<file path="config.mk">
export PLATFORM = sky130hd
export DESIGN_NAME = ac_run_level_flat
export DESIGN_NICKNAME = d
export VERILOG_FILES = /design/src/rtl/ac_run_level_if.sv /design/src/rtl/ac_run_level.sv /design/src/flat_wrapper.sv
export SDC_FILE = /design/constraint.sdc
export NUM_CORES = 1
export LEC_CHECK = 0
export ABC_CLOCK_PERIOD_IN_PS = 2400
export CAP_MARGIN = 10
export CELL_PAD_IN_SITES_DETAIL_PLACEMENT = 2
export CELL_PAD_IN_SITES_GLOBAL_PLACEMENT = 2
export CORE_MARGIN = 2
export CORE_UTILIZATION = 30
export DETAILED_ROUTE_END_ITERATION = 10
export PLACE_DENSITY_LB_ADDON = 0.08
export SYNTH_ARGS = -nofsm -noshare
export SYNTH_HDL_FRONTEND = slang
export SYNTH_SLANG_ARGS = --single-unit
</file>
<file path="constraint.sdc">
create_clock -name clock -period 2.4 [get_ports clock]
set_input_delay 0.36 -clock clock [delete_from_list [all_inputs] [get_ports clock]]
set_output_delay 0.36 -clock clock [all_outputs]
set_load 0.05 [all_outputs]
</file>
<file path="src/rtl/ac_run_level_if.sv">
// ac_run_level_if -- coefficient-in / run-level-out bundle for ac_run_level.
//
// Parameter:
//   RUN_W        width of rl_run (must match the RUN_W of the attached block)
// Signals:
//   coef_valid   producer offers coef / coef_last
//   coef         signed quantized coefficient, scan order
//   coef_last    final coefficient of the slice
//   coef_ready   block accepts coef this cycle
//   rl_valid     run/level pair presented
//   out_ready    consumer takes the pair
//   rl_run       zeros preceding the level
//   rl_abs_level magnitude of the nonzero coefficient
//   rl_sign      1 = negative coefficient
//   run_cb       run codebook index
//   lev_cb       level codebook index
//   slice_done   one-cycle pulse ending the slice
// Modports: master = producer/consumer side, slave = ac_run_level.
interface ac_run_level_if #(
  parameter int RUN_W = 16
);
  logic               coef_valid;
  logic signed [31:0] coef;
  logic               coef_last;
  logic               coef_ready;
  logic               rl_valid;
  logic               out_ready;
  logic [RUN_W-1:0]   rl_run;
  logic [31:0]        rl_abs_level;
  logic               rl_sign;
  logic [3:0]         run_cb;
  logic [3:0]         lev_cb;
  logic               slice_done;

  modport master (
    output coef_valid, coef, coef_last, out_ready,
    input  coef_ready, rl_valid, rl_run, rl_abs_level, rl_sign,
           run_cb, lev_cb, slice_done
  );

  modport slave (
    input  coef_valid, coef, coef_last, out_ready,
    output coef_ready, rl_valid, rl_run, rl_abs_level, rl_sign,
           run_cb, lev_cb, slice_done
  );
endinterface

</file>
<file path="src/rtl/ac_run_level.sv">
// ac_run_level -- converts a scan-ordered stream of quantized AC coefficients
// into (run, |level|, sign) pairs with a one-deep registered output.
//
// Ports:
//   clock    sole clock, rising edge
//   reset_n  asynchronous active-low reset
//   bus      ac_run_level_if.slave (coefficient input, pair output,
//            codebook indices, slice_done)
// Parameter:
//   RUN_W    width of the zero-run counter and rl_run (saturating)
// Configuration macro:
//   AC_RL_CB_IDX_EN  when defined, tracks the previous run/level and drives
//                    run_cb/lev_cb; otherwise both indices are tied to 0.
module ac_run_level #(
  parameter int RUN_W = 16
) (
  input logic          clock,
  input logic          reset_n,
  ac_run_level_if.slave bus
);

  function automatic logic [RUN_W-1:0] sat_inc(input logic [RUN_W-1:0] r);
    if (&r) return r;
    return r + RUN_W'(1);
  endfunction

  // The most negative coefficient has no positive twin; clip its magnitude.
  function automatic logic [31:0] abs_sat(input logic signed [31:0] v);
    if (v == 32'sh8000_0000) return 32'h7FFF_FFFF;
    if (v < 0) return $unsigned(-v);
    return $unsigned(v);
  endfunction

  logic             accept;
  logic             ready;
  logic [RUN_W-1:0] run_q, run_d;
  logic             vld_q, vld_d;
  logic [RUN_W-1:0] rl_run_q, rl_run_d;
  logic [31:0]      abs_q, abs_d;
  logic             sign_q, sign_d;
  logic             done_q, done_d;

  // The output register frees up in the same cycle it is drained.
  assign ready  = !vld_q || bus.out_ready;
  assign accept = bus.coef_valid && ready;

  always_comb begin
    vld_d    = vld_q;
    run_d    = run_q;
    rl_run_d = rl_run_q;
    abs_d    = abs_q;
    sign_d   = sign_q;
    done_d   = accept && bus.coef_last;
    if (vld_q && bus.out_ready) vld_d = 1'b0;
    if (accept) begin
      if (bus.coef == '0) begin
        run_d = sat_inc(run_q);
      end else begin
        vld_d    = 1'b1;
        rl_run_d = run_q;
        abs_d    = abs_sat(bus.coef);
        sign_d   = bus.coef[31];
        run_d    = '0;
      end
      // Trailing zeros of the slice are dropped here, never emitted.
      if (bus.coef_last) run_d = '0;
    end
  end

  // ---- stage boundary: accepted coefficient -> registered pair ----
  always_ff @(posedge clock or negedge reset_n) begin
    if (!reset_n) begin
      run_q    <= '0;
      vld_q    <= 1'b0;
      rl_run_q <= '0;
      abs_q    <= '0;
      sign_q   <= 1'b0;
      done_q   <= 1'b0;
    end else begin
      run_q    <= run_d;
      vld_q    <= vld_d;
      rl_run_q <= rl_run_d;
      abs_q    <= abs_d;
      sign_q   <= sign_d;
      done_q   <= done_d;
    end
  end

  assign bus.coef_ready   = ready;
  assign bus.rl_valid     = vld_q;
  assign bus.rl_run       = rl_run_q;
  assign bus.rl_abs_level = abs_q;
  assign bus.rl_sign      = sign_q;
  assign bus.slice_done   = done_q;

`ifdef AC_RL_CB_IDX_EN
  function automatic logic [3:0] clamp_cb(input logic [31:0] v, input logic [3:0] lim);
    return (v > {28'd0, lim}) ? lim : v[3:0];
  endfunction

  logic       load;
  logic [3:0] prev_run_q, prev_run_d;
  logic [3:0] prev_lev_q, prev_lev_d;
  logic [3:0] rcb_q, rcb_d;
  logic [3:0] lcb_q, lcb_d;

  // prev_* are stored already clamped (<=15 / <=9), so the index of the
  // new pair is simply the stored value from before this pair's update.
  always_comb begin
    load       = accept && (bus.coef != '0);
    prev_run_d = prev_run_q;
    prev_lev_d = prev_lev_q;
    rcb_d      = rcb_q;
    lcb_d      = lcb_q;
    if (load) begin
      rcb_d      = prev_run_q;
      lcb_d      = prev_lev_q;
      prev_run_d = clamp_cb(32'(run_q), 4'd15);
      prev_lev_d = clamp_cb(abs_sat(bus.coef), 4'd9);
    end
    if (accept && bus.coef_last) begin
      prev_run_d = 4'd4;
      prev_lev_d = 4'd2;
    end
  end

  // ---- stage boundary: codebook context registers ----
  always_ff @(posedge clock or negedge reset_n) begin
    if (!reset_n) begin
      prev_run_q <= 4'd4;
      prev_lev_q <= 4'd2;
      rcb_q      <= '0;
      lcb_q      <= '0;
    end else begin
      prev_run_q <= prev_run_d;
      prev_lev_q <= prev_lev_d;
      rcb_q      <= rcb_d;
      lcb_q      <= lcb_d;
    end
  end

  assign bus.run_cb = rcb_q;
  assign bus.lev_cb = lcb_q;
`else
  assign bus.run_cb = 4'd0;
  assign bus.lev_cb = 4'd0;
`endif

endmodule
</file>
<file path="src/flat_wrapper.sv">
// flat-port wrapper written by rule: the top's interface ports become plain ports
module ac_run_level_flat 
#(
  parameter int RUN_W = 16
)
  (clock, reset_n, bus_coef_valid, bus_coef, bus_coef_last, bus_out_ready, bus_coef_ready, bus_rl_valid, bus_rl_run, bus_rl_abs_level, bus_rl_sign, bus_run_cb, bus_lev_cb, bus_slice_done);
  ac_run_level_if #(.RUN_W(RUN_W)) bus_i ();
  input logic clock;
  input logic reset_n;
  input wire logic [$bits(bus_i.coef_valid)-1:0] bus_coef_valid;
  input wire logic [$bits(bus_i.coef)-1:0] bus_coef;
  input wire logic [$bits(bus_i.coef_last)-1:0] bus_coef_last;
  input wire logic [$bits(bus_i.out_ready)-1:0] bus_out_ready;
  output wire logic [$bits(bus_i.coef_ready)-1:0] bus_coef_ready;
  output wire logic [$bits(bus_i.rl_valid)-1:0] bus_rl_valid;
  output wire logic [$bits(bus_i.rl_run)-1:0] bus_rl_run;
  output wire logic [$bits(bus_i.rl_abs_level)-1:0] bus_rl_abs_level;
  output wire logic [$bits(bus_i.rl_sign)-1:0] bus_rl_sign;
  output wire logic [$bits(bus_i.run_cb)-1:0] bus_run_cb;
  output wire logic [$bits(bus_i.lev_cb)-1:0] bus_lev_cb;
  output wire logic [$bits(bus_i.slice_done)-1:0] bus_slice_done;
  assign bus_i.coef_valid = bus_coef_valid;
  assign bus_i.coef = bus_coef;
  assign bus_i.coef_last = bus_coef_last;
  assign bus_i.out_ready = bus_out_ready;
  assign bus_coef_ready = bus_i.coef_ready;
  assign bus_rl_valid = bus_i.rl_valid;
  assign bus_rl_run = bus_i.rl_run;
  assign bus_rl_abs_level = bus_i.rl_abs_level;
  assign bus_rl_sign = bus_i.rl_sign;
  assign bus_run_cb = bus_i.run_cb;
  assign bus_lev_cb = bus_i.lev_cb;
  assign bus_slice_done = bus_i.slice_done;
  ac_run_level #(.RUN_W(RUN_W)) u_core (.clock(clock), .reset_n(reset_n), .bus(bus_i));
endmodule
</file>
==> impl_metrics.sql <==
INSERT INTO impl_metrics (metric_group, metric, value, unit) VALUES
('global_route', 'grt_util_all_layers', '0.2065', ''),
('floorplan', 'initial_utilization', '0.3062', ''),
('setup_path', 'crit_arrival', '2460', 'ps'),
('route', 'vias_per_cell', '5.202', ''),
('setup_path', 'startpoint_class_of_the_critical_path', 'flop', ''),
('yosys', 'synth.yosys.warnings', '0', ''),
('final_layout', 'mostFrequentLayoutCells', 'clkdlybuf4s50_1 (86), buf_4 (72), dfrtp_1 (67)', ''),
('final_layout', 'finalInstanceArea', '0.005504', 'mm2'),
('route', 'routed_wire_length_per_instance', '19.20', 'um'),
('final_layout', 'final_common_cell', 'clkdlybuf4s50_1', ''),
('floorplan', 'dieArea', '0.01311', 'mm2'),
('global_route', 'maximum_number_of_pins_on_one_net_before_global_route_repair', '31', ''),
('power_and_ir_drop', 'combPwrFrac', '0.298', ''),
('floorplan', 'core.rowCount', '40', ''),
('sta', 'report.final.setup_viol', '0', ''),
('route', 'route.vias.total', '3407', ''),
('global_route', 'initial_antenna_violation_count', '0', ''),
('setup_path', 'crit_type', 'reg2reg', ''),
('final_layout', 'post-route-util', '0.4601', ''),
('power_and_ir_drop', 'leakage', '2.324', 'nW'),
('sta', 'worst_slew_margin_relative_to_its_limit', '0.5774', ''),
('final_layout', 'drive_above_1_share', '0.2402', ''),
('status', 'run_status', 'finished clean', ''),
('yosys', 'postSynth.topFlopCell', 'dfrtp_1', ''),
('yosys', 'ys_types', '47', ''),
('sta', 'finalHoldViolCount', '0', ''),
('sta', 'tightestPinTransition', '633.9', 'ps'),
('sta', 'grt_setup_unrepaired', 'no', ''),
('yosys', 'edff_count_synth', '0', ''),
('global_route', 'grt_pass1_wl', '21.11', 'mm'),
('sta', 'maxSlewViolCount', '0', ''),
('floorplan', 'design.core.area', '0.01196', 'mm2'),
('yosys', 'synth_top_area_cell', 'dfrtp_1', ''),
('place', 'dp_slack', '-245.2', 'ps'),
('global_route', 'gr-usage-met3', '0.03123', ''),
('clock_tree', 'path_clk_slew', '60', 'ps'),
('global_route', 'gr_peak_layer', 'met2', ''),
('floorplan', 'io-pin-count', '97', ''),
('setup_path', 'type_of_element_capturing_the_critical_path', 'flop', ''),
('yosys', 'synthTopCellsByArea', 'dfrtp_1 (46%), a2bb2oi_1 (6.9%), xor2_1 (6.2%), mux2_2 (4.0%), o31ai_1 (2.9%)', ''),
('yosys', 'post-synth-top-area-fraction', '0.4578', ''),
('setup_path', 'cp_data_required_time', '2610', 'ps'),
('clock_tree', 'cts-hold-fix-buffers', '0', ''),
('route', 'detail_route.drc_violations', '0', ''),
('clock_tree', 'root_buffer_master', 'clkbuf_16', ''),
('place', 'post-dp-hpwl', '9.359', 'mm'),
('power_and_ir_drop', 'power-per-cell-area', '633.8', 'mW/mm2'),
('final_layout', 'antennaDiodeCount', '0', ''),
('power_and_ir_drop', 'power_switching', '1.174', 'mW'),
('sta', 'timing.fmax', '445.2', 'MHz'),
('global_route', 'gr_ovfl_total', '0', ''),
('clock_tree', 'tritoncts_num_sinks', '67', ''),
('global_route', 'grt_use_met1', '0.2730', ''),
('yosys', 'syn-instance-count', '349', ''),
('route', 'postRouteWirelength', '12.58', 'mm'),
('floorplan', 'die_y', '114.5', 'um'),
('sta', 'clock_skew', '5.046', 'ps'),
('route', 'iteration_0_drc_markers', '76', ''),
('clock_tree', 'cts_htree_levels', '3', ''),
('power_and_ir_drop', 'p_int', '2.314', 'mW'),
('power_and_ir_drop', 'seq_power_share', '0.367', ''),
('sta', 'layout_setup_ws', '154.0', 'ps'),
('final_layout', 'nNetsFinal', '544', ''),
('sta', 'final.period_utilization', '0.9358', ''),
('place', 'placement.io_buffers', '88', ''),
('clock_tree', 'clk-insertion-delay-late', '340', 'ps'),
('yosys', 'synth.cell_area', '0.003662', 'mm2'),
('global_route', 'grt_pass1_vias', '3850', ''),
('route', 'drt_first_pass_iters', '4', ''),
('clock_tree', 'cts_max_path_buffers', '2', ''),
('clock_tree', 'tritoncts', 'done', '');
==> kinds of logic (layout without fill, tap and decap cells) <==
kind of cell	Yosys count	count (layout)	share of synthesized area
AO/OA/AOI/OAI	87	87	0.1722
XOR/XNOR	28	28	0.06696
adder cells (fa/ha/maj)	2	2	0.006832
buffers and inverters	34	186	0.05296
flip-flops	67	67	0.4578
multiplexers	20	20	0.06081
other	1	8	0.001024
AND/OR/NAND/NOR	110	110	0.1814
==> synth_stat cells (2+ instances only) <==
library cell	count
nand4_1	11
o21ai_1	10
or3_1	5
inv_1	7
or2_2	3
nand2b_1	3
a21o_1	2
mux2i_1	2
nand3_1	10
o21ai_0	10
nand3_2	2
ha_1	2
a21oi_1	9
o41ai_1	7
nand3b_1	2
buf_2	10
a2bb2oi_1	29
nor4_4	2
a211oi_1	2
o31ai_1	14
xor2_1	26
nor3_1	8
buf_4	8
nor4_2	2
nor2b_1	2
nand2_1	17
xnor2_1	2
and3_1	5
clkbuf_1	7
nor4_1	10
dfrtp_1	67
nor3b_1	2
or4_1	10
mux2_2	13
mux2_1	5
nor2_1	12
==> area by class of cell <==
cell class / instances / area, um2
Clock inverter: 3 / 17.52
Sequential cell: 67 / 1677
Inverter: 7 / 26.28
Multi-Input combinational cell: 255 / 1849
Tap cell: 147 / 183.9
Clock buffer: 11 / 232.7
Fill cell: 1284 / 6457
Timing Repair Buffer: 165 / 1518
==> per-stage QoR <==
step	instances	setup TNS [ps]	hold WS [ps]	total power [mW]
2_1_floorplan	356	0	64.41	1.886
5_1_grt	655	0	94.51	3.639
4_1_cts	655	0	58.24	3.536
3_5_place_dp	641	-10800	421.5	2.341
3_3_place_gp	641	-9896	410.3	2.320
6_report	655	0	43.15	3.488
==> path summary, 6_finish.rpt <==
kind	from	to	slack, ps	cells after the start
max	u_core.run_q[1]$_DFFE_PN0P_	u_core.run_q[14]$_DFFE_PN0P_	150	6
min	reset_n	u_core.bus.rl_abs_level[29]$_DFFE_PN0P_	40	1
max reg2reg	u_core.run_q[1]$_DFFE_PN0P_	u_core.run_q[14]$_DFFE_PN0P_	150	6
min reg2reg	u_core.bus.rl_run[13]$_DFFE_PN0P_	u_core.bus.rl_run[13]$_DFFE_PN0P_	480	1
max in group asynchronous	reset_n	u_core.run_q[10]$_DFFE_PN0P_	1630	2
min in group clock	u_core.bus.rl_run[13]$_DFFE_PN0P_	u_core.bus.rl_run[13]$_DFFE_PN0P_	480	1
==> power by group through the flow <==
stage	Sequential (mW)	Combinational [mW]	Clock, mW
floorplan	1.62	0.265	0
global placement	1.30	1.02	0
detailed placement	1.30	1.04	0
CTS	1.28	1.05	1.21
global route	1.29	1.10	1.25
finish	1.28	1.04	1.17
==> routing by layer <==
layer  vias to the layer above  part of all wire
met4                         0             0.014
met2                        65              0.51
li1                       1612                 -
met3                        14             0.030
met1                      1716              0.45
met5                         -                 0
==> flip-flops by register name, indices dropped and copies added (netlist names) <==
register,cells
u_core.bus.rl_valid,1
u_core.run_q,16
u_core.bus.rl_abs_level,32
u_core.bus.slice_done,1
u_core.bus.rl_run,16
u_core.bus.rl_sign,1
==> timing repair <==
| item | in CTS | in global routing |
|---|---|---|
| hold endpoints to repair | 0 | 0 |
| resized for setup | 0 | 7 |
| endpoints found under the setup margin | 0 | 45 |
==> critical path, cell delays in order (launching register included) <==
cell	delay, ps
dfrtp_1	360
ha_2	210
nand3_2	110
or4_4	560
or4_1	630
nand4_1	170
nand3_1	80
Power figures use the tool's default switching activity.
==> edit 1: new RTL, same settings <==
The option `AC_RL_CB_IDX_EN` is turned on by a define.
--- a/src/rtl/ac_run_level.sv
+++ b/src/rtl/ac_run_level.sv
@@ -11,6 +11,8 @@
 // Configuration macro:
 //   AC_RL_CB_IDX_EN  when defined, tracks the previous run/level and drives
 //                    run_cb/lev_cb; otherwise both indices are tied to 0.
+`define AC_RL_CB_IDX_EN
+
 module ac_run_level #(
   parameter int RUN_W = 16
 ) (
Behaviour: not the same (a bounded check fails within 4 cycles, from zero or initial values and one cycle with reset_n low).
==> edit 1 against the original RTL <==
- the flow now stops in global routing (5_1_grt)
- area after synthesis is 31% higher
- synthesized cell count grew 68%
==> edit 1: results <==
synth:
  yosys_warnings: 0
  synth_nets: 624
  yosys.cell_types.count: 63
  ys_top_cells_by_count: "117 x nand2_1, 81 x dfrtp_1, 46 x nor2_1"
  synth_mux_area_share_pct: 1.743
  synth_xor_area_share_pct: 2.914
  synth_fa_ha_area_share_pct: 0.5203
  yosysSeqAreaShare_pct: 43.24
  synth_top_area_share_pct: 42.14
  synthTopCellsByArea: "dfrtp_1 42%, nand2_1 9.1%, a21oi_1 4.4%"
  synth-main-ff-cell: "dfrtp_1"
  async_flop_share_pct: 100.0
  synth-compound-area-share_pct: 20.06
outcome:
  tool.error: "[ERROR DPL-0033] detailed placement checks failed during check placement."
  stop_stage: "global routing (5_1_grt)"
  status: "stopped before the end"
place:
  hpwlAfterDp_mm: 16.60
  gp_congestion: 0.8844
  port_buffers: 96
  place_ws_ns: -1.220
clock_tree:
  clock_sinks: 83
  cts-root-buf: "clkbuf_16"
  clockBufferDepth: 2
  cts_buffers: 9
  htree_levels: 3
grt:
  antenna_found_initial: 0
  grt_max_degree: 40
timing:
  worst-ep-kind: "register input"
  crit_endpoint: "u_core.prev_lev_q[2]$_DFFE_PN0P_/D"
## edit 1: kinds of logic after synthesis
kind of cell,Yosys count
AOI/OAI and AO/OA,152
xor gates and xnor gates,16
adders and majority gates,2
buffers and inverters,44
DFF,83
muxes,8
and+or+nand+nor,280
## edit 1: stage by stage
| step | std cells | instance area (um^2) |
|---|---|---|
| after CTS | 1058 | 8295 |
| after detailed placement | 1012 | 7093 |
| after global placement | 1012 | 7093 |
| after floorplan | 585 | 4858 |
## edit 1: timing repair
item	4_1_cts
resized for setup	166
setup buffers	23
endpoints found under the hold margin	0
cloned	8
setup endpoints to repair	82
pin swaps	40
==> edit 2: new RTL, same flow settings <==
Made on the original files. `RUN_W` is set to 16 in 3 places; all go to 32.
--- a/src/rtl/ac_run_level_if.sv
+++ b/src/rtl/ac_run_level_if.sv
@@ -17,7 +17,7 @@
 //   slice_done   one-cycle pulse ending the slice
 // Modports: master = producer/consumer side, slave = ac_run_level.
 interface ac_run_level_if #(
-  parameter int RUN_W = 16
+  parameter int RUN_W = 32
 );
   logic               coef_valid;
   logic signed [31:0] coef;
--- a/src/rtl/ac_run_level.sv
+++ b/src/rtl/ac_run_level.sv
@@ -12,7 +12,7 @@
 //   AC_RL_CB_IDX_EN  when defined, tracks the previous run/level and drives
 //                    run_cb/lev_cb; otherwise both indices are tied to 0.
 module ac_run_level #(
-  parameter int RUN_W = 16
+  parameter int RUN_W = 32
 ) (
   input logic          clock,
   input logic          reset_n,
--- a/src/flat_wrapper.sv
+++ b/src/flat_wrapper.sv
@@ -1,7 +1,7 @@
 // flat-port wrapper written by rule: the top's interface ports become plain ports
 module ac_run_level_flat 
 #(
-  parameter int RUN_W = 16
+  parameter int RUN_W = 32
 )
   (clock, reset_n, bus_coef_valid, bus_coef, bus_coef_last, bus_out_ready, bus_coef_ready, bus_rl_valid, bus_rl_run, bus_rl_abs_level, bus_rl_sign, bus_run_cb, bus_lev_cb, bus_slice_done);
   ac_run_level_if #(.RUN_W(RUN_W)) bus_i ();
Interface: changed (resized bus_rl_run); port bits go from 97 to 113. The function was not compared with the original's and may differ.
==> edit 2 against the original RTL <==
- clock skew up 0.0040 ns
- design area up 37%
- routed wire length up 46%
- power up 27%
- sequential cell count up 32
- worst setup slack worse by 0.12 ns
- area after synthesis up 36%
- die area up 35%
- synthesized cell count up 44%
- highest routed layer unchanged
==> edit 2: results <==
finish:
  n_fill_cell: 1692
  buffers: 201
  inverters: 4
  multi_input_gates: 375
  multi_input_area_share_pct: 34.03
  utilization_pct: 46.05
  regArea_um2: 2477
  layout.nets: 729
  clkCellAreaFrac_pct: 4.024
  clkbuf_count: 10
grt:
  grt_max_degree: 58
  grt_pass1_vias: 5346
  grt_pass1_wl_mm: 29.27
critical_path:
  worst_ep_arrival_time_ns: 2.60
  cp_top_family: "buffers and inverters"
  slowest_delay_ns: 0.54
  slowest_stage: "or4_4"
  r2r-start: "u_core.run_q[10]$_DFFE_PN0P_"
place:
  place_area_um2: 6905
  gp_congestion: 0.7751
  place_ws_ns: -0.5923
  placedCellCount: 880
  port_buffers: 104
power_and_ir_drop:
  power.leakage_nw: 3.300
  vdd_drop_max_mv: 0.3331
outcome:
  status: "finished, final reports clean"
synth:
  synth-seq-cells: 99
  ys_top_cells_by_count: "99 x dfrtp_1, 54 x nor2_1, 49 x nand2_1"
  syn_avg_cell_area_um2: 9.940
  synth_top_area_share_pct: 49.75
  yosys.cell_types.count: 53
  synthTopCellsByArea: "dfrtp_1 50%, mux2_1 5.7%, xor2_1 4.6%"
timing:
  skew_ns: 0.009089
  fin_hold_ws_ns: 0.3580
[edit 2: cell count changes after synthesis, moves of 16 or more]
cell / change
a2bb2oi_1: -29
dfrtp_1: +32
nor2_1: +42
a31oi_1: +16
nand2_1: +32
mux2_1: +20
a21oi_1: +28
[edit 2: power groups by stage]
stage | clock (mW) | combinational [mW] | sequential (mW)
after floorplan | 0 | 0.269 | 2.17
after global placement | 0 | 1.05 | 1.84
after detailed placement | 0 | 1.07 | 1.85
after CTS | 1.55 | 1.11 | 1.82
after global routing | 1.60 | 1.18 | 1.83
final | 1.49 | 1.11 | 1.82
[edit 2: worst max path at each step]
stage,start,end,slack [ns]
finish,bus_coef[19],u_core.bus.rl_run[30]$_DFFE_PN0P_,0.04
global route,bus_coef[19],u_core.bus.rl_run[30]$_DFFE_PN0P_,-0.03
CTS,bus_coef[0],u_core.run_q[12]$_DFFE_PN0P_,0.007
floorplan,bus_coef[7],u_core.bus.rl_run[20]$_DFFE_PN0P_,-0.10
global placement,bus_coef[13],u_core.bus.rl_run[20]$_DFFE_PN0P_,-0.53
detailed placement,bus_coef[13],u_core.bus.rl_run[21]$_DFFE_PN0P_,-0.59
[edit 2: metal layers]
metal  wire length [um]  share of wire [%]  GRT usage, %
met1               8024                 44         26.58
met2               9395                 51         37.08
met3                522                2.8         2.759
met4                430                2.3         6.452
met5                  0                  0             0
[edit 2: repair_timing]
item | CTS | global route
pin swaps | 8 | 12
endpoints found under the setup margin | 95 | 91
hold buffers | 1 | 0
gates cloned | 2 | 2
buffers inserted | 9 | 7
endpoints found under the hold margin | 24 | 0
gates resized for setup | 38 | 44
[edit 2: cell families after synthesis]
logic type | share of synthesized area, %
compound gates | 15.63
xor+xnor | 4.749
fa+ha+maj | 0.5024
buf+inv | 3.618
flops | 49.75
mux | 7.437
other cells | 0.07530
simple gates | 18.24
